`src/rtl/sorter_2b_3b_if.sv`:
```
// Request/result bundle for the 2-bit / 3-bit bit sorter.
// The master drives x/in_valid; the slave (the sorter) returns the registered results.
interface sorter_2b_3b_if;
  logic       in_valid;
  logic [2:0] x;
  logic       out_valid;
  logic [1:0] y2b;
  logic [2:0] y3b;
  logic [1:0] cnt2b;
  logic [1:0] cnt3b;

  modport master (
    output in_valid, x,
    input  out_valid, y2b, y3b, cnt2b, cnt3b
  );

  modport slave (
    input  in_valid, x,
    output out_valid, y2b, y3b, cnt2b, cnt3b
  );
endinterface

```
`src/rtl/sorter_2b_3b.sv`:
```
// Registered bit sorter: thermometer sorts of x[1:0] and x[2:0] plus their popcounts.
// One-cycle latency, one result per cycle, no back-pressure. All outputs are flops.
module sorter_2b_3b (
  input  logic           clk,
  input  logic           rst_n,
  sorter_2b_3b_if.slave  bus
);

  // Two-bit thermometer: OR on the low bit, AND on the high bit.
  function automatic logic [1:0] therm2(input logic [1:0] v);
    therm2 = {v[0] & v[1], v[0] | v[1]};
  endfunction

  // Three-bit thermometer: OR, majority, AND.
  function automatic logic [2:0] therm3(input logic [2:0] v);
    therm3 = {v[0] & v[1] & v[2],
              (v[0] & v[1]) | (v[0] & v[2]) | (v[1] & v[2]),
              v[0] | v[1] | v[2]};
  endfunction

  function automatic logic [1:0] pop2(input logic [1:0] v);
    pop2 = {1'b0, v[0]} + {1'b0, v[1]};
  endfunction

  function automatic logic [1:0] pop3(input logic [2:0] v);
    pop3 = {1'b0, v[0]} + {1'b0, v[1]} + {1'b0, v[2]};
  endfunction

  logic       out_valid_d, out_valid_q;
  logic [1:0] y2b_d, y2b_q;
  logic [2:0] y3b_d, y3b_q;
  logic [1:0] cnt2b_d, cnt2b_q;
  logic [1:0] cnt3b_d, cnt3b_q;

  // Next state: load from x only when qualified, otherwise hold so x is never observed.
  always_comb begin
    out_valid_d = bus.in_valid;
    y2b_d       = y2b_q;
    y3b_d       = y3b_q;
    cnt2b_d     = cnt2b_q;
    cnt3b_d     = cnt3b_q;
    if (bus.in_valid) begin
      y2b_d   = therm2(bus.x[1:0]);
      y3b_d   = therm3(bus.x);
      cnt2b_d = pop2(bus.x[1:0]);
      cnt3b_d = pop3(bus.x);
    end
  end

  // Output register; reset clears results and wins over in_valid.
  always_ff @(posedge clk) begin
    if (!rst_n) begin
      out_valid_q <= 1'b0;
      y2b_q       <= 2'b00;
      y3b_q       <= 3'b000;
      cnt2b_q     <= 2'd0;
      cnt3b_q     <= 2'd0;
    end else begin
      out_valid_q <= out_valid_d;
      y2b_q       <= y2b_d;
      y3b_q       <= y3b_d;
      cnt2b_q     <= cnt2b_d;
      cnt3b_q     <= cnt3b_d;
    end
  end

  assign bus.out_valid = out_valid_q;
  assign bus.y2b       = y2b_q;
  assign bus.y3b       = y3b_q;
  assign bus.cnt2b     = cnt2b_q;
  assign bus.cnt3b     = cnt3b_q;

endmodule

```
`src/flat_wrapper.sv`:
```
// flat-port wrapper written by rule: the top's interface ports become plain ports
module sorter_2b_3b_flat 
  (clk, rst_n, bus_in_valid, bus_x, bus_out_valid, bus_y2b, bus_y3b, bus_cnt2b, bus_cnt3b);
  sorter_2b_3b_if bus_i ();
  input  logic clk;
  input  logic rst_n;
  input wire logic [$bits(bus_i.in_valid)-1:0] bus_in_valid;
  input wire logic [$bits(bus_i.x)-1:0] bus_x;
  output wire logic [$bits(bus_i.out_valid)-1:0] bus_out_valid;
  output wire logic [$bits(bus_i.y2b)-1:0] bus_y2b;
  output wire logic [$bits(bus_i.y3b)-1:0] bus_y3b;
  output wire logic [$bits(bus_i.cnt2b)-1:0] bus_cnt2b;
  output wire logic [$bits(bus_i.cnt3b)-1:0] bus_cnt3b;
  assign bus_i.in_valid = bus_in_valid;
  assign bus_i.x = bus_x;
  assign bus_out_valid = bus_i.out_valid;
  assign bus_y2b = bus_i.y2b;
  assign bus_y3b = bus_i.y3b;
  assign bus_cnt2b = bus_i.cnt2b;
  assign bus_cnt3b = bus_i.cnt3b;
  sorter_2b_3b u_core (.clk(clk), .rst_n(rst_n), .bus(bus_i));
endmodule
```
`config.mk`:
```
export PLATFORM = sky130hd
export DESIGN_NAME = sorter_2b_3b_flat
export DESIGN_NICKNAME = d
export VERILOG_FILES = /design/src/rtl/sorter_2b_3b_if.sv /design/src/rtl/sorter_2b_3b.sv /design/src/flat_wrapper.sv
export SDC_FILE = /design/constraint.sdc
export NUM_CORES = 1
export LEC_CHECK = 0
export CORE_AREA = 2 2 39 41
export DETAILED_ROUTE_END_ITERATION = 12
export DIE_AREA = 0 0 41 43
export GPL_ROUTABILITY_DRIVEN = 0
export PLACE_DENSITY_LB_ADDON = 0.08
export SYNTH_ARGS = -nofsm -noshare
export SYNTH_HDL_FRONTEND = slang
export SYNTH_SLANG_ARGS = --single-unit
export TNS_END_PERCENT = 10
```
`constraint.sdc`:
```
create_clock -name clk -period 1 [get_ports clk]
set_clock_uncertainty 0.15 [all_clocks]
set_input_delay 0.2 -clock clk [delete_from_list [all_inputs] [get_ports clk]]
set_output_delay 0.2 -clock clk [all_outputs]
set_load 0.02 [all_outputs]
```
# [Yosys cells after proc, flatten, opt, wreduce, memory -nomap -nowiden]
# Cells that the tools add are included.
[totals] elab_cells=15 mem_count=0 romBits=0 in_bits=6 latchBits=0 regBits=10 ramBits=0
[classes] n_lt_le_gt_ge=0 addsub=2 eq_ne=0 n_bitwise=8 n_div=0 reduce_logical=0 muxes=0 multipliers=0 shift=0
[ops] cell="$and 1x1->1" count=4
[ops] cell="$or 1x1->1" count=4
[ops] cell="$add 1x1->2" count=1
[ops] cell="$add 2x1->2" count=1

# [Logic depth before layout (Yosys ltp)]
[logic_depth] ltp_word=3 ltp_mapped=4

# [Least setup slack after synthesis]
# OpenSTA, ideal clock, no wires.
[synth_timing] path_kind="input -> register" startpoint="input bus_x[0]" endpoint="register u_core.cnt3b_q[0], in the netlist u_core.bus.cnt3b[0]" arrival_time_ps=827 stages=3 setup_time_ps=116 n_path_buf=0 path_slack_ps=-93 required_time_ps=734 cell_sequence="fa_1 -> mux2i_1 -> nor2b_1"
[synth_between] elab_chain_cells=2
[synth_lines] element="start: declaration" line="flat_wrapper.sv:8" source="input wire logic [$bits(bus_i.x)-1:0] bus_x;"
[synth_lines] element="$add 1x1->2" line="sorter_2b_3b.sv:26" source="pop3 = {1'b0, v[0]} + {1'b0, v[1]} + {1'b0, v[2]};"
[synth_lines] element="$add 2x1->2" line="sorter_2b_3b.sv:26"
[synth_lines] element="end signal: assignment" line="sorter_2b_3b.sv:63" source="cnt3b_q <= cnt3b_d;"
[synth_lines] element="end: declaration" line="sorter_2b_3b.sv:33" source="logic [1:0] cnt3b_d, cnt3b_q;"
# No other way between the ends.
# A chain may end at the register's enable or synchronous reset.

# [Final worst setup path]
[layout_timing] startpoint="register u_core.y3b_q[1], in the netlist u_core.bus.y3b[1]" endpoint="output bus_y3b[1]"
[layout_lines] element="start: declaration" line="sorter_2b_3b.sv:31" source="logic [2:0] y3b_d, y3b_q;"
[layout_lines] element="start signal: assignment" line="sorter_2b_3b.sv:61" source="y3b_q <= y3b_d;"
[layout_lines] element="end: declaration" line="flat_wrapper.sv:11" source="output wire logic [$bits(bus_i.y3b)-1:0] bus_y3b;"
# No word-level cell between the ends.

==> results.toml <==
[clock_network]
ctsHoldBuffers = 0
numClockSinks = 8
cts_tree = "built"
htree_levels = 1
clk_pin_slew_ns = 0.06
postCtsSetupRepairBufs = 0
clock_latency_ns = 0.26
clock-root-buffer = "clkbuf_4"
clockBufferDepth = 2
cts_buffers = 3

[hold_path]
hold_path.class = "input pin to flop"

[timing]
grt_setup_unrepaired = "yes"
setup_ws_ns = -0.07734
tightest_slew_ns = 0.2640
setup_viol = 10
tns_ns = -0.5909
drv_slew = 0
clock.fmax_ghz = 0.9282
timing.final.crit_share_pct = 107.7
fin_crit_ns = 1.077
report.final.hold_viol_count = 0
max-slew-margin-rel_pct = 82.40

[die]
die_area_sq_um = 1763
coreArea_sq_um = 1384
die_w_microns = 41
num_rows = 14
start_util_pct = 25.77
io_pins = 16
die_y_microns = 43

[grt]
track_usage_pct = 9.485
grt_max_degree = 10
grt_pass1_vias = 289
antenna_found_initial = 0
grt_overflow_total = 0
grt_first_pass_wirelength_microns = 1055

[flow_run]
maxCapViolCount = 0

[finish]
instances_no_fill = 70
final_cell_mix = "buf_6 (11), dfxtp_2 (8), buf_4 (5)"
seq_area_sq_um = 170.2
syn_to_final_growth_pct = 62.81
n_antenna_cell = 0
multi_input_area_sq_um = 158.9
layout.nets = 65
drive_above_1_share_pct = 55.56
nFillCells = 142
layout_commonest_cell = "buf_6"

[critical_path]
max_stage_delay_ns = 0.35
worstPathRequired_ns = 0.65
cp_top_family = "flip-flops"
arrival_ns = 0.73
setup.worst_path.start_class = "flop"
path_class = "flop to output pin"
slowest_stage = "dfxtp_2"
path_buf_inv = 1
path_max_fanout = 3
crit_chain = "buf_6"
end_kind = "output pin"

[route]
firstDrtPassIters = 3
wl_per_cell_microns = 9.200
dr.first_iter.drc_count = 1
postRouteAntennaNets = 0
route.detailed.drc = 0
vias_per_cell = 4.229
wl_microns = 644
vias = 296

[placed_design]
dpl.cell_count = 67
dpl_worst_slack_ns = -0.6492
portBuffers = 15
post-dp-hpwl_microns = 513.7

[synth]
netlist_area_sq_um = 356.6
ys_warn_count = 0
yosys.area.top_type_share_pct = 44.91
syn_nets = 42
ys_types = 15
synth.avg_cell_area_sq_um = 10.81
synth_area_leaders = "dfxtp_1 (45%), mux2i_1 (11%), ha_1 (7.0%)"
ys_ff_latch = 8
ys_seq_area_share_pct = 44.91
netlist_instances = 33
yosys.area.top_type = "dfxtp_1"

[run_status]
status = "complete, but fails checks"
violations = "setup timing"

[power_and_ir_drop]
p_per_area_nw_per_um2 = 1353
p_leak_nw = 0.2992
vdd.ir_drop.worst_mv = 0.5198
## worst paths after layout
path                                                      from                              to  slack (ns)  depth (start not counted)
worst max register to register  u_core.bus.y3b[0]$_SDFFE_PN0P_  u_core.bus.y3b[0]$_SDFFE_PN0P_        0.14                          3
worst max-delay path            u_core.bus.y3b[1]$_SDFFE_PN0P_                      bus_y3b[1]       -0.08                          1
worst min-delay path                                  bus_x[2]  u_core.bus.y3b[2]$_SDFFE_PN0P_        0.19                          4
worst min register to register  u_core.bus.y2b[0]$_SDFFE_PN0P_  u_core.bus.y2b[0]$_SDFFE_PN0P_        0.34                          1
## metal layers
layer,track usage [%],part of all wire (%)
met1,10.13,39
met2,13.13,48
met3,3.141,8.1
met4,10.00,4.7
met5,0,0
## area by class of cell
cell class                 instances  area share (%)
multi-input combinational         19           27.37
inverter                           3           1.940
clock buffer                       3           3.879
sequential                         8           29.31
tap                               16           3.448
timing repair buffer              21           34.05
## synth_stat cells
library cell,n
a31oi_1,1
and2_1,1
buf_4,2
buf_6,1
dfxtp_1,8
fa_1,1
ha_1,2
inv_1,3
mux2i_1,4
nand2_1,2
nand3b_1,1
nand4_1,1
nor2b_1,4
o211a_1,1
o21ai_1,1
## repair_timing
| action | in CTS | in global routing |
|---|---|---|
| gates resized for setup | 77 | 4 |
| pin swaps | 1 | 1 |
| setup endpoints to repair | 17 | 17 |
## through the flow
stage	hold WS (ns)	total power, mW	util [%]	cell area [sq um]
3_5_place_dp	0.3324	0.5347	39.42	545.5
5_1_grt	0.2169	0.8196	41.95	580.6
4_1_cts	0.2644	0.7974	42.22	584.3
3_3_place_gp	0.3215	0.5324	39.42	545.5
6_report	0.1854	0.7858	41.95	580.6
2_1_floorplan	0.1773	0.4402	-	356.6
## report_power, final
group,total (mW),internal (mW),leakage [nW],switching [mW]
clock,0.254,0.138,0.0138,0.116
sequential,0.359,0.344,0.0688,0.0148
combinational,0.173,0.0973,0.217,0.0760
## sequential cells by signal (all words and copies together), names as in the netlist
name and count:
u_core.bus.y2b 1, u_core.bus.cnt3b 1, u_core.bus.out_valid 1, u_core.bus.cnt2b 2, u_core.bus.y3b 3
## logic make-up (layout without fill, tap and decap cells)
kind of cell | Yosys count | after routing | share of synthesized area (%)
AO/OA/AOI/OAI | 3 | 3 | 5.965
adder cells (fa/ha/maj) | 3 | 3 | 12.63
buffers and inverters | 6 | 27 | 10.52
flip-flops | 8 | 8 | 44.91
multiplexers | 4 | 4 | 11.23
AND/OR/NAND/NOR | 9 | 9 | 14.74
Power figures use the tool's default switching activity.
==> edit (same settings) <==
Make the reset (`rst_n`) asynchronous in one clocked block.
--- a/src/rtl/sorter_2b_3b.sv
+++ b/src/rtl/sorter_2b_3b.sv
@@ -49,5 +49,5 @@
 
   // Output register; reset clears results and wins over in_valid.
-  always_ff @(posedge clk) begin
+  always_ff @(posedge clk or negedge rst_n) begin
     if (!rst_n) begin
       out_valid_q <= 1'b0;
Formal check against the unedited RTL: differs if rst_n is asserted again (counterexample within 4 cycles, from zero or initial values and one cycle with rst_n low); with rst_n held inactive, the same outputs for 10 cycles.
==> edit against the original RTL <==
  * The run still ends with setup timing left
  * Power is 6.6% higher
  * Area after synthesis is 6.7% higher
  * Register-to-register slack worse by 180 ps
  * Fmax is 6.5% lower
  * Sequential cell count stayed put
  * Routed wire length is 7.8% higher
  * Setup slack worse by 75 ps
  * Design area is 4.5% lower
  * Clock power is 5% lower
  * First-iteration DRC count is 100% higher
  * Critical path type unchanged
  * Critical endpoint is now bus_cnt3b[1]
  * Largest cell class is now flip-flops and latches
  * Largest power group unchanged
  * Highest routed layer unchanged
==> edit: results <==
group,metric,value,unit
synth,synth_area_leaders,"dfrtp_1 (53%), mux2_4 (16%), ha_1 (6.6%)",
power_and_ir_drop,vdd_drop_max,0.000792,V
synth,yosysWarnings,0,
global_routing,grt_pass1_vias,269,
clock_network,ctsRootBufferMaster,"clkbuf_4",
layout,largest_reg_flops,3,
synth,ys_types,12,
clock_network,insertion_delay,250,ps
layout,nNetsFinal,61,
layout,layout-drive-gt1-share,56.0,%
outcome,failed_checks,"setup timing",
min_path,hold_class,"input pin to async pin",
synth,seq_area_frac_synth,52.6,%
global_routing,gr-usage-all-layers,9.95,%
global_routing,grt_start_max_net_pins,9,
clock_network,path_clk_slew,50,ps
placement,place_area,582,sq um
worst_setup_path,crit_slowest_cell,"dfrtp_1",
clock_network,clk_path_buf_depth,2,
synth,synthTopCellsByCount,"dfrtp_1 (8), inv_1 (5), mux2_4 (4), buf_4 (2), ha_1 (2)",
global_routing,grt_pass1_wl,1100,microns
placement,hpwl,526,microns
placement,port_buffers,15,
clock_network,cts_buffers,3,
timing,slew_headroom,91.9,%
routing,via_per_inst,4.11,
worst_setup_path,crit_path_max_incr_delay,390,ps
timing,fmax,868,MHz
layout,syn_to_final_growth,45.7,%
layout,diodes,0,
clock_network,htreeDepth,1,
routing,drt_iter0_drc,2,
timing,setup_slack,-152,ps
global_routing,antenna_found_initial,0,
timing,setup_violations,13,
power_and_ir_drop,leakagePower,0.298,nW
outcome,status,"finished, violations left",
routing,wirelength,694,microns
synth,async_flop_share,100,%
synth,syn-num-nets,37,
routing,drt_first_pass_iters,2,
worst_setup_path,critPathTopFamily,"flip-flops",
worst_setup_path,arrival,800,ps
worst_setup_path,cp_max_fo,3,
synth,synth-main-ff-cell,"dfrtp_1",
[edit: layout make-up]
type                            instances  area [sq um]
Fill cell                             154           830
Multi-Input combinational cell         12           138
Clock buffer                            3          22.5
Tap cell                               16          20.0
Inverter                                5          18.8
Timing Repair Buffer                   22           155
Sequential cell                         8           200
[edit: repair_timing]
action,4_1_cts,5_1_grt
gates resized for setup,53,0
setup buffers,0,1
pin swaps,0,0
endpoints found under the setup margin,17,13
[edit: path summary, 6_finish.rpt]
path                                     startpoint              endpoint  slack [ps]  depth (start not counted)
min in group clk                           bus_x[1]   u_core.bus.cnt2b[0]         250                          4
worst min-delay path                          rst_n  u_core.bus.out_valid          80                          2
worst max-delay path              u_core.bus.y3b[1]          bus_cnt3b[1]        -150                          1
max in group asynchronous                     rst_n   u_core.bus.cnt3b[0]         490                          2
worst min register to register  u_core.bus.cnt3b[0]   u_core.bus.cnt3b[0]         360                          1
worst max register to register    u_core.bus.y3b[1]     u_core.bus.y3b[1]         -40                          2
[edit: cells by family after synthesis]
kind of cell / after synthesis / synth area share, %
AOI/OAI and AO/OA: 2 / 2.96
adders and majority gates: 3 / 11.8
buffers and inverters: 8 / 11.8
DFF: 8 / 52.6
muxes: 5 / 18.4
and+or+nand+nor: 2 / 2.30
[edit: per-layer routing]
metal	global-route usage [%]	routed length [microns]
met1	12.3	293
met2	12.5	320
met3	3.14	70
met4	10.0	10
met5	0	0
[edit: metrics by stage]
stage,TNS [ps],cells,setup WS [ps],hold WS (ps)
6_report,-1490,66,-152,79.4
5_1_grt,-1900,66,-182,90.6
4_1_cts,-1620,65,-165,73.1
3_5_place_dp,-6590,62,-701,343
3_3_place_gp,-6480,62,-686,343
2_1_floorplan,-308,28,-179,-246
[edit: report_power, final]
part / switching (W) / internal, W / total (W)
sequential: 0.0000169 / 0.000357 / 0.000374
clock: 0.000104 / 0.000137 / 0.000241
combinational: 0.000112 / 0.000111 / 0.000222
total: 0.000233 / 0.000605 / 0.000838
